[config.mk]
export PLATFORM = sky130hd
export DESIGN_NAME = shift_seq_ctrl
export DESIGN_NICKNAME = d
export VERILOG_FILES = /design/src/rtl/shift_seq_pkg.sv /design/src/rtl/shift_seq_ctrl.sv
export SDC_FILE = /design/constraint.sdc
export NUM_CORES = 1
export LEC_CHECK = 0
export ABC_AREA = 1
export ABC_CLOCK_PERIOD_IN_PS = 2400
export CAP_MARGIN = 20
export CORE_MARGIN = 10
export CORE_UTILIZATION = 47
export CTS_CLUSTER_SIZE = 8
export DETAILED_ROUTE_END_ITERATION = 8
export PLACE_DENSITY = 0.84
export SYNTH_ARGS = -nofsm -noshare
export SYNTH_HDL_FRONTEND = slang
export SYNTH_SLANG_ARGS = --single-unit
[constraint.sdc]
create_clock -name clk -period 2.4 [get_ports clk]
set_input_delay 0.48 -clock clk [delete_from_list [all_inputs] [get_ports clk]]
set_output_delay 0.48 -clock clk [all_outputs]
set_load 0.005 [all_outputs]
[src/rtl/shift_seq_pkg.sv]
// Shared definitions for the shift register command sequencer:
// shift register opcodes, sequencer states and small decode helpers.
package shift_seq_pkg;

  localparam int unsigned DATA_LEN_DEFAULT = 8;
  localparam int unsigned CNT_W_DEFAULT    = 4;

  // Opcodes understood by the downstream 8-bit shift register stage.
  typedef enum logic [2:0] {
    OP_CLR  = 3'b000,
    OP_LOAD = 3'b001,
    OP_LSR  = 3'b010,
    OP_LSL  = 3'b011,
    OP_ASR  = 3'b100,
    OP_SIN  = 3'b101,
    OP_ROR  = 3'b110,
    OP_ROL  = 3'b111
  } sr_op_e;

  typedef enum logic [1:0] {
    S_IDLE  = 2'b00,
    S_LOAD  = 2'b01,
    S_SHIFT = 2'b10,
    S_DONE  = 2'b11
  } state_e;

  // Opcodes that complete in the load cycle regardless of the shift count.
  function automatic logic op_is_single_cycle(input logic [2:0] op);
    return (op == OP_CLR) || (op == OP_LOAD);
  endfunction

endpackage

[src/rtl/shift_seq_ctrl.sv]
// Command sequencer for the 8-bit shift register stage.
// Accepts a request over valid/ready, issues one load cycle followed by
// N shift cycles on sr_ctrl/sr_d/sr_a, then presents sr_q as the response.
// Optional feature: define SHIFT_SEQ_ABORT_EN to add the abort input and the
// resp_aborted output; without it every request runs to completion.
module shift_seq_ctrl
  import shift_seq_pkg::*;
#(
  parameter int unsigned DATA_LEN = DATA_LEN_DEFAULT,
  parameter int unsigned CNT_W    = CNT_W_DEFAULT
) (
  input  logic                clk,
  input  logic                rst,
  input  logic                req_valid,
  output logic                req_ready,
  input  logic [2:0]          req_op,
  input  logic [DATA_LEN-1:0] req_data,
  input  logic [CNT_W-1:0]    req_count,
  input  logic [DATA_LEN-1:0] req_serial,
  output logic [2:0]          sr_ctrl,
  output logic [DATA_LEN-1:0] sr_d,
  output logic                sr_a,
  input  logic [DATA_LEN-1:0] sr_q,
`ifdef SHIFT_SEQ_ABORT_EN
  input  logic                abort,
  output logic                resp_aborted,
`endif
  output logic                resp_valid,
  input  logic                resp_ready,
  output logic [DATA_LEN-1:0] resp_data
);

  localparam logic [CNT_W-1:0] CNT_ONE = {{(CNT_W-1){1'b0}}, 1'b1};

  state_e              state;
  state_e              state_nxt;
  logic [2:0]          op_r;
  logic [DATA_LEN-1:0] data_r;
  logic [CNT_W-1:0]    cnt_r;
  logic [DATA_LEN-1:0] ser_r;
  logic [2:0]          sr_ctrl_nxt;
  logic                accept;
  logic                abort_hit;

`ifdef SHIFT_SEQ_ABORT_EN
  assign abort_hit = abort && ((state == S_LOAD) || (state == S_SHIFT));
`else
  assign abort_hit = 1'b0;
`endif

  assign accept = (state == S_IDLE) && req_valid;

  // State register; reset parks the sequencer in IDLE.
  always_ff @(posedge clk or posedge rst) begin
    if (rst) begin
      state <= S_IDLE;
    end else begin
      state <= state_nxt;
    end
  end

  // Next-state decode plus the value sr_ctrl must hold in the coming state.
  always_comb begin
    state_nxt   = state;
    sr_ctrl_nxt = OP_LOAD;
    unique case (state)
      S_IDLE: begin
        if (req_valid) state_nxt = S_LOAD;
      end
      S_LOAD: begin
        if (abort_hit || op_is_single_cycle(op_r) || (cnt_r == '0))
          state_nxt = S_DONE;
        else
          state_nxt = S_SHIFT;
      end
      S_SHIFT: begin
        if (abort_hit || (cnt_r == CNT_ONE)) state_nxt = S_DONE;
      end
      S_DONE: begin
        if (resp_ready) state_nxt = S_IDLE;
      end
      default: state_nxt = S_IDLE;
    endcase

    // sr_ctrl is registered, so it is chosen from the state being entered.
    // LOAD is only entered from IDLE, where the opcode is still on req_op.
    unique case (state_nxt)
      S_LOAD:  sr_ctrl_nxt = (req_op == OP_CLR) ? OP_CLR : OP_LOAD;
      S_SHIFT: sr_ctrl_nxt = op_r;
      default: sr_ctrl_nxt = OP_LOAD;
    endcase
  end

  // Shift register control register; held at clear while in reset.
  always_ff @(posedge clk or posedge rst) begin
    if (rst) begin
      sr_ctrl <= OP_CLR;
    end else begin
      sr_ctrl <= sr_ctrl_nxt;
    end
  end

  // Request capture, shift counter and serial-bit rotator.
  always_ff @(posedge clk or posedge rst) begin
    if (rst) begin
      op_r   <= '0;
      data_r <= '0;
      cnt_r  <= '0;
      ser_r  <= '0;
    end else if (accept) begin
      op_r   <= req_op;
      data_r <= req_data;
      cnt_r  <= req_count;
      ser_r  <= req_serial;
    end else if (state == S_SHIFT) begin
      cnt_r <= cnt_r - CNT_ONE;
      // Rotation makes counts beyond DATA_LEN wrap the serial index.
      ser_r <= {ser_r[0], ser_r[DATA_LEN-1:1]};
    end
  end

`ifdef SHIFT_SEQ_ABORT_EN
  // Abort flag: set when a request is cut short, cleared on the response handshake.
  always_ff @(posedge clk or posedge rst) begin
    if (rst) begin
      resp_aborted <= 1'b0;
    end else if (abort_hit) begin
      resp_aborted <= 1'b1;
    end else if ((state == S_DONE) && resp_ready) begin
      resp_aborted <= 1'b0;
    end
  end
`endif

  // Handshake and datapath outputs derived from the current state.
  always_comb begin
    req_ready  = (state == S_IDLE) && !rst;
    resp_valid = (state == S_DONE);
    resp_data  = sr_q;
    sr_d       = (state == S_LOAD) ? data_r : sr_q;
    sr_a       = ser_r[0];
  end

endmodule

==> results.rst <==
.. list-table::
   :header-rows: 1

   * - Metric
     - Value
   * - Clock slew at the register clock pins of the worst setup and hold paths
     - 150 ps
   * - Max-cap violations
     - 0
   * - Seq cells post-synth
     - 28
   * - Placement Rows
     - 20
   * - Placeable core region
     - 3100 um2
   * - Effective utilization at floorplan
     - 0.498
   * - Met3 Routed Length
     - 290 um
   * - Power Dens Cells
     - 1020 nW/um2
   * - Number of antenna violations at the first check in global routing
     - 0
   * - Layout fillers
     - between 200 and 300
   * - # DRC
     - 0
   * - Hold slack
     - 497 ps
   * - Total Power
     - between 2000 and 2500 uW
   * - Number of max-slew violations in the final report
     - 0
   * - Nets
     - 295
   * - CTS sink count
     - 28
   * - Minimum clock period after layout
     - 2250 ps
   * - Worst setup EP type
     - output pin
   * - Placement-stage cell area
     - ~2100 um2
   * - Leftover overflow at the end of global routing
     - 0
   * - Area growth from synthesis to layout
     - 37.9%
   * - Vertical die dimension
     - 77.4 um
   * - Worst-case setup slack after placement
     - 307 ps
   * - Highest metal layer used by the detailed router
     - met4
   * - Worst-margin pin slew
     - 345 ps
   * - Fin. Hold Viols
     - 0
   * - Wirelength, routed
     - 3750 um
   * - Net switching power
     - between 800 and 900 uW
   * - Cell chosen for the clock root
     - clkbuf_4
   * - Run status
     - completed
   * - Gp weighted congestion
     - 0.809
   * - Unrepaired setup endpoints after global routing
     - no
   * - Total via count after detailed routing
     - 1374
   * - DIE WIDTH
     - 77.4 um
   * - Max_slew headroom
     - 0.770
   * - Final Skew
     - 6.58 ps
   * - Final clock period utilization by the worst path
     - 0.937
   * - Total track usage
     - 0.126
   * - Power share of the sequential group
     - 0.385
   * - Peak clock frequency supported by timing
     - 0.445 GHz
   * - Via density
     - 4.61
   * - Count of endpoints failing setup in the final report
     - 0
   * - Syn nets
     - 243
   * - Wire length of the first global-routing pass
     - 6380 um
   * - Initial DRC count
     - roughly 120
   * - Area of the die
     - approximately 6000 um2
   * - Max IR drop VDD
     - 0.439 mV
   * - Static leakage
     - 0.00110 uW
   * - Synthesis Warnings
     - 0
   * - Post-DRT Antenna Nets
     - 0
   * - Drt pass-1 iters
     - 4
   * - TNS Setup
     - 0 ps
   * - Routed length on met1
     - 1510 um
   * - Half-perimeter wire length after placement
     - just under 3000 um
   * - Highest fanout seen on the critical path
     - 8
   * - Type of the worst setup path
     - reg -> out
   * - Net switching fraction of the power
     - 0.382
   * - Maximum clock insertion buffer count
     - 2
   * - Internal portion of total power
     - 1340 uW
   * - Setup crit start kind
     - flop
   * - Sequential fraction of the synthesis area
     - 0.453
   * - Clock buffer count from CTS
     - 3
   * - Post-synthesis average cell area
     - between 7 and 8 um2
   * - Number of buffers inserted by port buffering
     - 56
   * - Share of post-route cells with drive strength above 1
     - 0.0866
   * - Number of inserted diodes
     - 0
   * - TritonCTS clock tree
     - done
   * - Clock network fraction of design power
     - 0.141
   * - Synthesized netlist cell count
     - between 200 and 250
   * - IO Count
     - 57
   * - Crit path required time
     - about 1900 ps
   * - Comb pwr share
     - 0.475
   * - Depth of the CTS H-tree
     - 1
   * - Final design area excluding fillers
     - 2130 um2
   * - Routed length on met2
     - 1900 um
   * - Count of different cell masters after synthesis
     - 25
   * - Class of the most critical hold timing path
     - reg -> reg
   * - Post-synthesis instance area
     - 1550 um2
   * - Insertion delay of the later-clocked pin in the worst-skew pair
     - 320 ps
   * - Post-route setup slack
     - 152 ps
   * - Routed length per instance
     - 12.6 um
   * - Via count of the first global-routing pass
     - 1405
   * - Signal arrival time at the worst endpoint
     - 1770 ps
   * - Pin count of the biggest net entering global routing
     - 29
## flip-flops by register name (all words and copies together) (netlist names)
signal	count
op_r	3
data_r	8
cnt_r	4
sr_ctrl	3
state	2
ser_r	8
## critical path: stages (launching register included)
cell and delay, ps:
dfrtp_2 520, nor2_4 130, buf_4 170, nand2_1 60
nand2_1 60, clkdlybuf4s50_1 510
## through the flow
step | std cells | util
2_1_floorplan | 203 | -
3_3_place_gp | 292 | 0.665
3_5_place_dp | 292 | 0.665
4_1_cts | 298 | 0.687
5_1_grt | 298 | 0.687
6_report | 298 | 0.687
## placed cells by master (no fill, tap or decap)
cell type / count
nand2_4: 1
inv_4: 1
o21a_2: 1
or2_2: 2
dfrtp_1: 27
ha_1: 5
nor2_1: 6
clkdlybuf4s50_1: 56
inv_1: 15
clkbuf_4: 3
nor3_1: 1
inv_2: 4
nand2_1: 101
a21oi_1: 1
nand3_2: 1
buf_4: 4
o21ai_2: 1
nand3_1: 15
o21ai_0: 1
dfrtp_2: 1
nor2_4: 2
o211ai_1: 1
o31ai_1: 1
o21ai_1: 1
or2_1: 1
bufinv_16: 1
## layout make-up
class	count	area, um2	area share
clock buffers	3	22.5	0.0106
clock inverters	1	30.0	0.0141
inverters	20	77.6	0.0364
multi-input cells	142	654	0.307
flip-flops and latches	28	702	0.329
well taps	44	55.1	0.0258
repair buffers	60	591	0.277
## cell families (layout without fill, tap and decap cells)
logic type,count (synthesis),in the layout,synth area share
AND/OR/NAND/NOR,130,130,0.352
flip-flops,28,28,0.453
adder cells (fa/ha/maj),5,5,0.0405
buffers and inverters,33,84,0.124
AO/OA/AOI/OAI,7,7,0.0307
## cell usage after synthesis
library cell  count  area share
o21a_2            1      0.0057
nand2_4           1      0.0073
buf_6             3       0.022
nand3_1          15       0.049
inv_2             4      0.0097
inv_1            15       0.036
nor2_4            2       0.015
or2_1             1      0.0040
nand3_2           1      0.0065
o21ai_0           1      0.0032
o31ai_1           1      0.0049
dfrtp_1          28        0.45
o211ai_1          1      0.0049
nor3_1            1      0.0032
ha_1              5       0.040
o21ai_1           1      0.0032
a21oi_1           1      0.0032
inv_4             1      0.0040
nand2_1         101        0.25
buf_2             1      0.0032
buf_8             1      0.0097
o21ai_2           1      0.0057
nor2_1            6       0.015
buf_4             8       0.039
or2_2             2      0.0081
## per-layer routing
metal | GRT usage | vias up
li1 | - | 714
met3 | 0.0403 | 4
met4 | 0.0438 | 0
met2 | 0.217 | 44
met5 | 0 | -
met1 | 0.143 | 612
## repair_timing
| item | 4_1_cts | 5_1_grt |
|---|---|---|
| gates resized for setup | 0 | 1 |
| setup endpoints to repair | 5 | 8 |
| pin swaps | 1 | 0 |
| hold endpoints to repair | 0 | 0 |
| gates cloned | 0 | 0 |
| buffers inserted | 2 | 0 |
| hold buffers | 0 | 0 |
## final timing paths
check | cells past startpoint | endpoint | slack [ps] | start
worst max-delay path | 5 | sr_d[5] | 150 | state[1]
worst min-delay path | 2 | data_r[4] | 500 | data_r[4]
worst max register to register | 10 | sr_ctrl[0] | 770 | cnt_r[1]
worst min register to register | 2 | data_r[4] | 500 | data_r[4]
max in group asynchronous | 3 | state[1] | 1570 | rst
min in group asynchronous | 3 | state[0] | 550 | rst
## power by group through the flow
stage          Sequential [uW]  Clock [uW]  Combinational [uW]
2_1_floorplan              806           0                 716
4_1_cts                    831         311                1050
3_3_place_gp               838           0                 976
5_1_grt                    867         324                1190
3_5_place_dp               848           0                1010
6_report                   835         305                1030
(Power assumes the default switching activity.)
